--- src/rtl/mp_add_seq_pkg.sv ---
// -----------------------------------------------------------------------------
// mp_add_seq_pkg
// Shared types and helpers for the multi-precision add sequencer.
//   state_t   : controller states (IDLE, RUN, DONE)
//   idx_width : width of the word index counter, $clog2(words) with a floor of 1
// -----------------------------------------------------------------------------
package mp_add_seq_pkg;

    typedef enum logic [1:0] {
        IDLE = 2'd0,
        RUN  = 2'd1,
        DONE = 2'd2
    } state_t;

    // A single-word operand still needs a 1-bit index register.
    function automatic int idx_width(input int words);
        return (words > 1) ? $clog2(words) : 1;
    endfunction

endpackage

--- src/rtl/carry_bypass_adder.sv ---
// -----------------------------------------------------------------------------
// carry_bypass_adder
// WIDTH-bit adder split into BLOCK_SIZE-bit ripple blocks. When every bit of a
// block propagates, the block carry-in is forwarded straight to the next block.
// Ports:
//   a, b  in  WIDTH  addends
//   cin   in  1      carry into bit 0
//   sum   out WIDTH  a + b + cin (mod 2^WIDTH)
//   cout  out 1      carry out of the top bit
// -----------------------------------------------------------------------------
module carry_bypass_adder #(
    parameter int WIDTH      = 16,
    parameter int BLOCK_SIZE = 4
) (
    input  logic [WIDTH-1:0] a,
    input  logic [WIDTH-1:0] b,
    input  logic             cin,
    output logic [WIDTH-1:0] sum,
    output logic             cout
);

    localparam int NBLK = WIDTH / BLOCK_SIZE;

    if ((BLOCK_SIZE < 1) || (WIDTH % BLOCK_SIZE != 0)) begin : g_bad_block
        $error("carry_bypass_adder: WIDTH must be a multiple of BLOCK_SIZE");
    end

    logic [WIDTH-1:0] s;
    logic             c;
    logic             c_blk_in;
    logic             p_all;
    logic             p;

    // NOTE: every variable written here gets a value before any branch,
    // otherwise the combinational block would infer a latch.
    always_comb begin
        s        = '0;
        c        = cin;
        c_blk_in = 1'b0;
        p_all    = 1'b1;
        p        = 1'b0;
        for (int blk = 0; blk < NBLK; blk++) begin
            c_blk_in = c;
            p_all    = 1'b1;
            for (int i = 0; i < BLOCK_SIZE; i++) begin
                p                     = a[blk*BLOCK_SIZE+i] ^ b[blk*BLOCK_SIZE+i];
                s[blk*BLOCK_SIZE+i]   = p ^ c;
                c                     = (a[blk*BLOCK_SIZE+i] & b[blk*BLOCK_SIZE+i]) | (p & c);
                p_all                 = p_all & p;
            end
            // Bypass path: a fully propagating block passes its carry-in through.
            if (p_all) begin
                c = c_blk_in;
            end
        end
    end

    assign sum  = s;
    assign cout = c;

endmodule

--- src/rtl/mp_add_sequencer.sv ---
// -----------------------------------------------------------------------------
// mp_add_sequencer
// Adds two WORDS*WIDTH-bit operands through one shared carry_bypass_adder,
// one word per cycle, least significant word first, with the carry registered
// between words. valid/ready handshake on both sides.
//
// Optional feature (macro MP_ADD_SEQ_SUB_EN): adds input port `sub`; when set
// at acceptance, B words are inverted and the initial carry forced to 1, giving
// A - B with cout=1 meaning no borrow.
//
// Ports:
//   clk        in  1            rising-edge clock
//   rst_n      in  1            synchronous active-low reset
//   in_valid   in  1            operands presented
//   in_ready   out 1            high in IDLE only
//   a, b       in  WORDS*WIDTH  operands
//   cin        in  1            carry into word 0
//   sub        in  1            subtract select (MP_ADD_SEQ_SUB_EN only)
//   out_valid  out 1            result available (registered)
//   out_ready  in  1            consumer accepts result
//   sum        out WORDS*WIDTH  result (registered)
//   cout       out 1            carry out of the top word (registered)
//   busy       out 1            high in RUN or DONE
// -----------------------------------------------------------------------------
module mp_add_sequencer
    import mp_add_seq_pkg::*;
#(
    parameter int WIDTH      = 16,
    parameter int BLOCK_SIZE = 4,
    parameter int WORDS      = 4
) (
    input  logic                   clk,
    input  logic                   rst_n,
    input  logic                   in_valid,
    output logic                   in_ready,
    input  logic [WORDS*WIDTH-1:0] a,
    input  logic [WORDS*WIDTH-1:0] b,
    input  logic                   cin,
`ifdef MP_ADD_SEQ_SUB_EN
    input  logic                   sub,
`endif
    output logic                   out_valid,
    input  logic                   out_ready,
    output logic [WORDS*WIDTH-1:0] sum,
    output logic                   cout,
    output logic                   busy
);

    localparam int IDX_W = idx_width(WORDS);
    localparam logic [IDX_W-1:0] LAST_IDX = IDX_W'(WORDS - 1);

    if (WORDS < 1) begin : g_bad_words
        $error("mp_add_sequencer: WORDS must be at least 1");
    end

    state_t                 state;
    state_t                 state_nxt;
    logic [IDX_W-1:0]       idx;
    logic                   carry;
    logic [WORDS*WIDTH-1:0] a_reg;
    logic [WORDS*WIDTH-1:0] b_reg;
    logic [WORDS*WIDTH-1:0] sum_reg;
    logic                   cout_reg;
    logic                   out_valid_reg;
`ifdef MP_ADD_SEQ_SUB_EN
    logic                   sub_reg;
`endif

    logic             accept;
    logic             last_word;
    logic [WIDTH-1:0] a_word;
    logic [WIDTH-1:0] b_word;
    logic [WIDTH-1:0] add_sum;
    logic             add_cout;
    logic             first_carry;

    assign accept    = (state == IDLE) && in_valid;
    assign last_word = (idx == LAST_IDX);

    // ---------------------------------------------------------------- FSM
    // NOTE: sequential state uses non-blocking assignments so every flop
    // samples the pre-edge value of every other flop.
    always_ff @(posedge clk) begin
        if (!rst_n) begin
            state <= IDLE;
        end else begin
            state <= state_nxt;
        end
    end

    always_comb begin
        state_nxt = state;
        unique case (state)
            IDLE:    if (in_valid)  state_nxt = RUN;
            RUN:     if (last_word) state_nxt = DONE;
            DONE:    if (out_ready) state_nxt = IDLE;
            default:                state_nxt = IDLE;
        endcase
    end

    always_comb begin
        in_ready = (state == IDLE);
        busy     = (state == RUN) || (state == DONE);
    end

    // ----------------------------------------------------------- datapath
    assign a_word = a_reg[idx*WIDTH +: WIDTH];

`ifdef MP_ADD_SEQ_SUB_EN
    // Subtraction is A + ~B + 1: invert B per word, force the initial carry.
    assign b_word      = sub_reg ? ~b_reg[idx*WIDTH +: WIDTH] : b_reg[idx*WIDTH +: WIDTH];
    assign first_carry = sub ? 1'b1 : cin;
`else
    assign b_word      = b_reg[idx*WIDTH +: WIDTH];
    assign first_carry = cin;
`endif

    carry_bypass_adder #(
        .WIDTH      (WIDTH),
        .BLOCK_SIZE (BLOCK_SIZE)
    ) u_adder (
        .a    (a_word),
        .b    (b_word),
        .cin  (carry),
        .sum  (add_sum),
        .cout (add_cout)
    );

    // NOTE: operand and result registers are ordinary flops, not a RAM, so
    // they are cleared in reset along with the control state.
    always_ff @(posedge clk) begin
        if (!rst_n) begin
            idx           <= '0;
            carry         <= 1'b0;
            a_reg         <= '0;
            b_reg         <= '0;
            sum_reg       <= '0;
            cout_reg      <= 1'b0;
            out_valid_reg <= 1'b0;
`ifdef MP_ADD_SEQ_SUB_EN
            sub_reg       <= 1'b0;
`endif
        end else begin
            unique case (state)
                IDLE: begin
                    if (accept) begin
                        a_reg <= a;
                        b_reg <= b;
                        idx   <= '0;
                        carry <= first_carry;
`ifdef MP_ADD_SEQ_SUB_EN
                        sub_reg <= sub;
`endif
                    end
                end
                RUN: begin
                    // Words not yet reached keep their previous contents.
                    sum_reg[idx*WIDTH +: WIDTH] <= add_sum;
                    carry                       <= add_cout;
                    idx                         <= idx + IDX_W'(1);
                    if (last_word) begin
                        cout_reg      <= add_cout;
                        out_valid_reg <= 1'b1;
                    end
                end
                DONE: begin
                    if (out_ready) begin
                        out_valid_reg <= 1'b0;
                    end
                end
                default: begin
                    out_valid_reg <= 1'b0;
                end
            endcase
        end
    end

    assign sum       = sum_reg;
    assign cout      = cout_reg;
    assign out_valid = out_valid_reg;

endmodule

--- config.mk ---
export PLATFORM = sky130hd
export DESIGN_NAME = mp_add_sequencer
export DESIGN_NICKNAME = d
export VERILOG_FILES = /design/src/rtl/mp_add_seq_pkg.sv /design/src/rtl/carry_bypass_adder.sv /design/src/rtl/mp_add_sequencer.sv
export SDC_FILE = /design/constraint.sdc
export NUM_CORES = 1
export LEC_CHECK = 0
export BUFFER_PORTS_ARGS = -buffer_cell sky130_fd_sc_hd__buf_2
export CAP_MARGIN = 20
export CORE_UTILIZATION = 35
export DETAILED_ROUTE_END_ITERATION = 6
export REMOVE_ABC_BUFFERS = 1
export SETUP_SLACK_MARGIN = 0.15
export SYNTH_ARGS = -nofsm -noshare
export SYNTH_HDL_FRONTEND = slang
export SYNTH_SLANG_ARGS = --single-unit
export TNS_END_PERCENT = 30
--- constraint.sdc ---
create_clock -name clk -period 24.7 [get_ports clk]
set_input_delay 4.94 -clock clk [delete_from_list [all_inputs] [get_ports clk]]
set_output_delay 4.94 -clock clk [all_outputs]
set_load 0.1 [all_outputs]
-- Word level (Yosys, flattened, before mapping)
Cells that the tools add are included.
- register bits after elaboration: 199
- bits of input ports: 133
- output and inout bits: 68
- word-level logic and storage cells: 139
- $add $sub $neg: 2
- equal/unequal tests: 7
- shift operators: 4
- muxes and demuxes: 16
- bitwise gates (word level): 93
- reduce and logical (&&, ||, !) cells: 9
- operator list (kind ; count):
    64-bit by 7-bit variable part select with 16-bit output ; 2
    64-bit bitwise mux ; 1
    16-bit by 34-bit variable shift with 64-bit output (first input constant) ; 1
    16-bit by 34-bit variable part select with 64-bit output ; 1
    1-bit bitwise AND ; 44
    6-bit negator with 34-bit output ; 1
    1-bit bitwise XOR ; 32
    1-bit OR ; 16
    2-bit two-way mux ; 4
    1-bit two-way mux ; 7
    2-bit != test (second input constant) ; 3
    2-bit one-hot mux with 3 select lines ; 1
    2-bit AND reduction ; 3
    3-bit AND reduction ; 2
    2-bit == test (second input constant) ; 2
    2-bit one-hot mux with 2 select lines ; 1
    1-bit one-hot mux with 3 select lines ; 1
    2-bit by 1-bit adder with 2-bit output (second input constant) ; 1
    2-bit by 1-bit == test with 1-bit output (second input constant) ; 1
    2-bit logical NOT ; 1
    2-bit by 1-bit != test with 1-bit output (second input constant) ; 1
    1-bit one-hot mux with 2 select lines ; 1
    2-bit nonzero test ; 1
    1-bit logical AND ; 1
    other kinds (2) ; 2

-- Logic depth before layout (Yosys ltp)
- word-level depth: 39
- depth in mapped cells: 29
- depth with buffers taken out: 27

-- By module
Synthesis repeated with hierarchy kept, for this count alone.
- cell total of the unflattened synthesis: 932
- area, all modules: 8862.2 um^2
- modules (own cells, without submodules) (module ; instances ; cells each ; area each (um^2) ; seq. area each (um^2)):
    mp_add_sequencer ; 1 ; 877 ; 8219.1 ; 3983.8
    carry_bypass_adder ; 1 ; 55 ; 643.1 ; 0.0

-- Worst setup path before layout
Ideal clock, no wire load.
- path type: register to register
- start point: register idx[1]
- end point: register sum_reg[31] (netlist: sum[31])
- library setup time: 0.122 ns
- arrival: 7.970 ns
- required time: 24.578 ns
- path slack: 16.609 ns
- stages on the path, launching flop included: 30
- buffers on the path: 2
- period minus slack after synthesis: 8.091 ns
- cell sequence: dfxtp_1 > buf_2 > clkbuf_1 > mux4_2 > fa_1 > inv_1 > fa_1 > fa_1 > fa_1 > inv_1 > mux2i_1 > fa_1 > fa_1 > fa_1 > fa_1 > a41oi_1 > nor2_1 > fa_1 > fa_1 > fa_1 > fa_1 > nand2_1 > nand2_1 > fa_1 > fa_1 > fa_1 > inv_1 > fa_1 > a22oi_1 > nor2b_1
- cells in the longest elaborated chain, start to end: 38
- elaborated cells on any way between the ends: 95
- those cells by class: add/sub (1); shift (4); mux (4); bitwise (86)
- RTL lines (element ; line ; source):
    from (decl) ; mp_add_sequencer.sv:58 ; logic [IDX_W-1:0] idx;
    from (signal assigned) ; mp_add_sequencer.sv:160 ; idx <= idx + IDX_W'(1);
    64-bit by 7-bit variable part select with 16-bit output (on tied branches) ; mp_add_sequencer.sv:107, mp_add_sequencer.sv:114 ;
    1-bit bitwise XOR ; carry_bypass_adder.sv:46 ; p = a[blk*BLOCK_SIZE+i] ^ b[blk*BLOCK_SIZE+i];
    1-bit bitwise AND ; carry_bypass_adder.sv:48 ; c = (a[blk*BLOCK_SIZE+i] & b[blk*BLOCK_SIZE+i]) | (p & c);
    1-bit OR ; carry_bypass_adder.sv:48 ;
    1-bit bitwise AND ; carry_bypass_adder.sv:48 ;
    1-bit OR ; carry_bypass_adder.sv:48 ;
    1-bit bitwise AND ; carry_bypass_adder.sv:48 ;
    1-bit OR ; carry_bypass_adder.sv:48 ;
    [... 22 more ...] ; - ;
    1-bit OR ; carry_bypass_adder.sv:48 ;
    1-bit bitwise AND ; carry_bypass_adder.sv:48 ;
    1-bit OR ; carry_bypass_adder.sv:48 ;
    1-bit bitwise AND ; carry_bypass_adder.sv:48 ;
    1-bit OR ; carry_bypass_adder.sv:48 ;
    1-bit bitwise XOR ; carry_bypass_adder.sv:47 ; s[blk*BLOCK_SIZE+i] = p ^ c;
    16-bit by 34-bit variable part select with 64-bit output ; mp_add_sequencer.sv:158 ; sum_reg[idx*WIDTH +: WIDTH] <= add_sum;
    64-bit bitwise mux * ; mp_add_sequencer.sv:158 ;
    to (signal, indexed assignment) ; mp_add_sequencer.sv:158 ;
    to (decl) ; mp_add_sequencer.sv:62 ; logic [WORDS*WIDTH-1:0] sum_reg;
Every way passes the cells marked *; elsewhere a longest branch is shown, timed or not.
A chain may end at the register's enable or synchronous reset.

-- Worst setup path after layout
- start point: register idx[0]
- end point: register sum_reg[31] (netlist: sum[31])
Same word-level chain as after synthesis.

==> summary.md <==
| Metric | Value |
|---|---|
| Outcome | `completed` |
| Antenna diodes | `0` |
| Synthesis-to-layout area growth | `19.16%` |
| Site Rows | `58` |
| FFs w/ async S/R, synth | `0%` |
| Synthesized flop and latch total | `just under 200` |
| Clock Power Share | `between 30% and 40%` |
| Fin crit period | `~9 ns` |
| Post-synth top area cell | `dfxtp_1` |
| GPL Wtd Cong | `approximately 0.75` |
| Final Util | `between 40% and 50%` |
| Total number of vias | `a little over 7000` |
| Max Buffers Root-to-Sink | `2` |
| Clk sink count | `199` |
| Top Ports | `around 200` |
| Final WS setup | `15.93 ns` |
| Total track usage | `18.23%` |
| Starting density of the core | `35.71%` |
| Share of the synthesized area in the top cell type | `~44%` |
| Setup-failing EPs final | `0` |
| Area post-placement | `~10000 um^2` |
| Count leader, synth | `nand2_1` |
| Post-CTS Setup Repair Bufs | `0` |
| CTS root buffer | `clkbuf_16` |
| Pwr dens | `about 74 nW/um^2` |
| Die Width | `between 150 and 200 um` |
| Post-Synthesis Cells | `~1000` |
| MaxCap Viol Count | `0` |
| Total gr overflow | `0` |
| Total Power | `between 0.7 and 0.8 mW` |
| Vias/cell | `~4.7` |
| Slew margin rel. | `a little under two fifths` |
| Final Hold Fails | `0` |
| Initial antenna violation count | `0` |
| Fin. max-slew vios | `0` |
| Combinational power share | `a little under a fifth` |
| P_int | `between 0.5 and 0.6 mW` |
| Drt pass-1 iters | `5` |
| Worst Path Arrival | `just over 9 ns` |
| Setup crit end kind | `flop` |
| Sw power | `0.2416 mW` |
| Dpl ws | `roughly 16 ns` |
| Clock transition at path regs | `around 0.070 ns` |
| Net Sw Frac | `between 30% and 40%` |
| FMAX | `between 0.1 and 0.15 GHz` |
| CTS tree | `done` |
| RSZ-0062 raised after global routing | `no` |
| Drt initial violations | `between 400 and 500` |
| Syn_area_per_cell | `approximately 9.0 um^2` |
| Worst-Skew Late Latency | `between 0.4 and 0.5 ns` |
| R2R cell count | `27` |
| Number of gates resized after CTS | `0` |
| Hold Path Depth | `2` |
| Post-synth top flop | `dfxtp_1` |
| TNS Setup | `0 ns` |
| Hold WC Path Type | `flop to flop` |
| Startpoint types | `flop` |
| Post-route ant nets | `0` |
| Drt drc | `0` |
| Crit path max fanout | `42` |
| Largest net degree at the start of global routing | `roughly 110` |
| First-pass GRT wire length | `roughly 37 mm` |
| EDFF count, synth | `0` |
| DP HPWL | `16.36 mm` |
| Routed WL | `~23 mm` |
| Static Leak | `4.414 nW` |
| Buffers added on ports | `200` |
| Mapped Area | `9017 um^2` |
| Die area | `26410 um^2` |
| Layout cell share with drive strength beyond 1 | `between 20% and 30%` |
| Clock Skew | `~0.012 ns` |
| CP required | `25.01 ns` |
| Num CTS Buffers | `17` |
| Max rail drop VDD | `roughly 0.000030 V` |
| Htree depth | `4` |
| Kind of critical path | `flop to flop` |
| Nets | `about 1300` |
| Routed wire per std cell | `approximately 16 um` |
| Vias in the first global route | `between 6000 and 7000` |
| Yosys synthesis warning count | `0` |
| Synth area leaders | `dfxtp_1 (44%), nand2_1 (13%), a21boi_0 (11%)` |
| Synth top cells by count | `nand2_1 (324), dfxtp_1 (199), a21boi_0 (129)` |
| Inst Count DP | `between 1000 and 1500` |
| # hold bufs at CTS | `0` |
| Worst slew pin tran | `roughly 0.94 ns` |
| Minimum hold slack | `between 0.4 and 0.5 ns` |
| Placeable Area | `25250 um^2` |
| Share of power burned in registers | `45.2%` |
| Design Area, Final | `10750 um^2` |
| Die Y | `162.5 um` |
| Cell variety after synth | `35` |
| Sequential-to-total area share from yosys stat | `between 40% and 50%` |
| Final period utilization | `35.52%` |
| Layout Cells excl Fill | `1501` |
cell usage in the layout (no fill, tap or decap), drive strengths merged:
| cell | count |
|---|---|
| clkbuf | 22 |
| ha | 25 |
| bufinv | 2 |
| o21a | 1 |
| nor2b | 12 |
| nor3b | 1 |
| o22a | 1 |
| a32oi | 1 |
| fa | 16 |
| nand3 | 1 |
| nand4 | 6 |
| a22oi | 9 |
| inv | 41 |
| clkinv | 3 |
| clkinvlp | 3 |
| a21boi | 129 |
| dfxtp | 199 |
| a21oi | 1 |
| nand2 | 326 |
| a41oi | 1 |
| and2 | 60 |
| o21ai | 60 |
| a31oi | 2 |
| mux4 | 32 |
| buf | 204 |
| o221ai | 1 |
| nor3 | 2 |
| or3 | 1 |
| nand2b | 2 |
| nor2 | 4 |
| nand3b | 1 |
| mux2i | 2 |
power by group through the flow:
| stage | Clock, mW | Sequential, mW | Combinational, mW |
|---|---|---|---|
| 2_1_floorplan | 0 | 0.380 | 0.0913 |
| 3_3_place_gp | 0 | 0.367 | 0.153 |
| 3_5_place_dp | 0 | 0.368 | 0.155 |
| 4_1_cts | 0.292 | 0.360 | 0.156 |
| 5_1_grt | 0.304 | 0.364 | 0.170 |
| 6_report | 0.283 | 0.360 | 0.153 |
routing by layer:
metal	GRT usage, %	wire length (um)	vias up
met5	0	0	-
met4	4.160	195	0
met3	5.220	1424	19
met2	29.74	11050	182
met1	23.74	10730	3296
li1	-	-	3591
worst paths after layout:
kind / from / to / slack (ns)
setup / recovery: idx[0]$_SDFFE_PN0P_ / sum[31]$_SDFFE_PN0P_ / 15.93
hold reg to reg: a_reg[21]$_SDFFE_PN0P_ / a_reg[21]$_SDFFE_PN0P_ / 0.46
hold / removal: a_reg[21]$_SDFFE_PN0P_ / a_reg[21]$_SDFFE_PN0P_ / 0.46
setup reg to reg: idx[0]$_SDFFE_PN0P_ / sum[31]$_SDFFE_PN0P_ / 15.93
critical path, cell delays in order (launching register included):
cell	delay (ns)
dfxtp_4	0.87
mux4_2	0.41
fa_1	0.20
inv_1	0.05
fa_1	0.38
fa_1	0.40
fa_1	0.36
inv_1	0.06
mux2i_1	0.17
fa_1	0.48
fa_1	0.39
fa_1	0.38
fa_1	0.37
a41oi_1	0.23
nor2_1	0.09
fa_1	0.44
fa_1	0.39
fa_1	0.38
fa_1	0.38
nand2_1	0.10
nand2_1	0.07
fa_1	0.39
fa_1	0.39
fa_1	0.39
inv_1	0.08
fa_1	0.50
a22oi_1	0.21
nor2b_1	0.08
final cells by class:
type / instances / area (um^2)
clock buffers: 22 / 474.2
clock inverters: 10 / 118.9
fillers: 2613 / 14510
inverters: 39 / 146.4
multi-input cells: 697 / 4571
flip-flops and latches: 199 / 3989
well taps: 330 / 412.9
repair buffers: 204 / 1033
logic make-up (layout without fill, tap and decap cells):
group	after synthesis	in the layout	synth area share, %
simple gates	416	416	19.86
fa+ha+maj	41	41	7.021
mux	34	34	8.214
buf+inv	107	275	5.245
compound gates	206	206	15.48
flops	199	199	44.18
(Power assumes the default switching activity.)
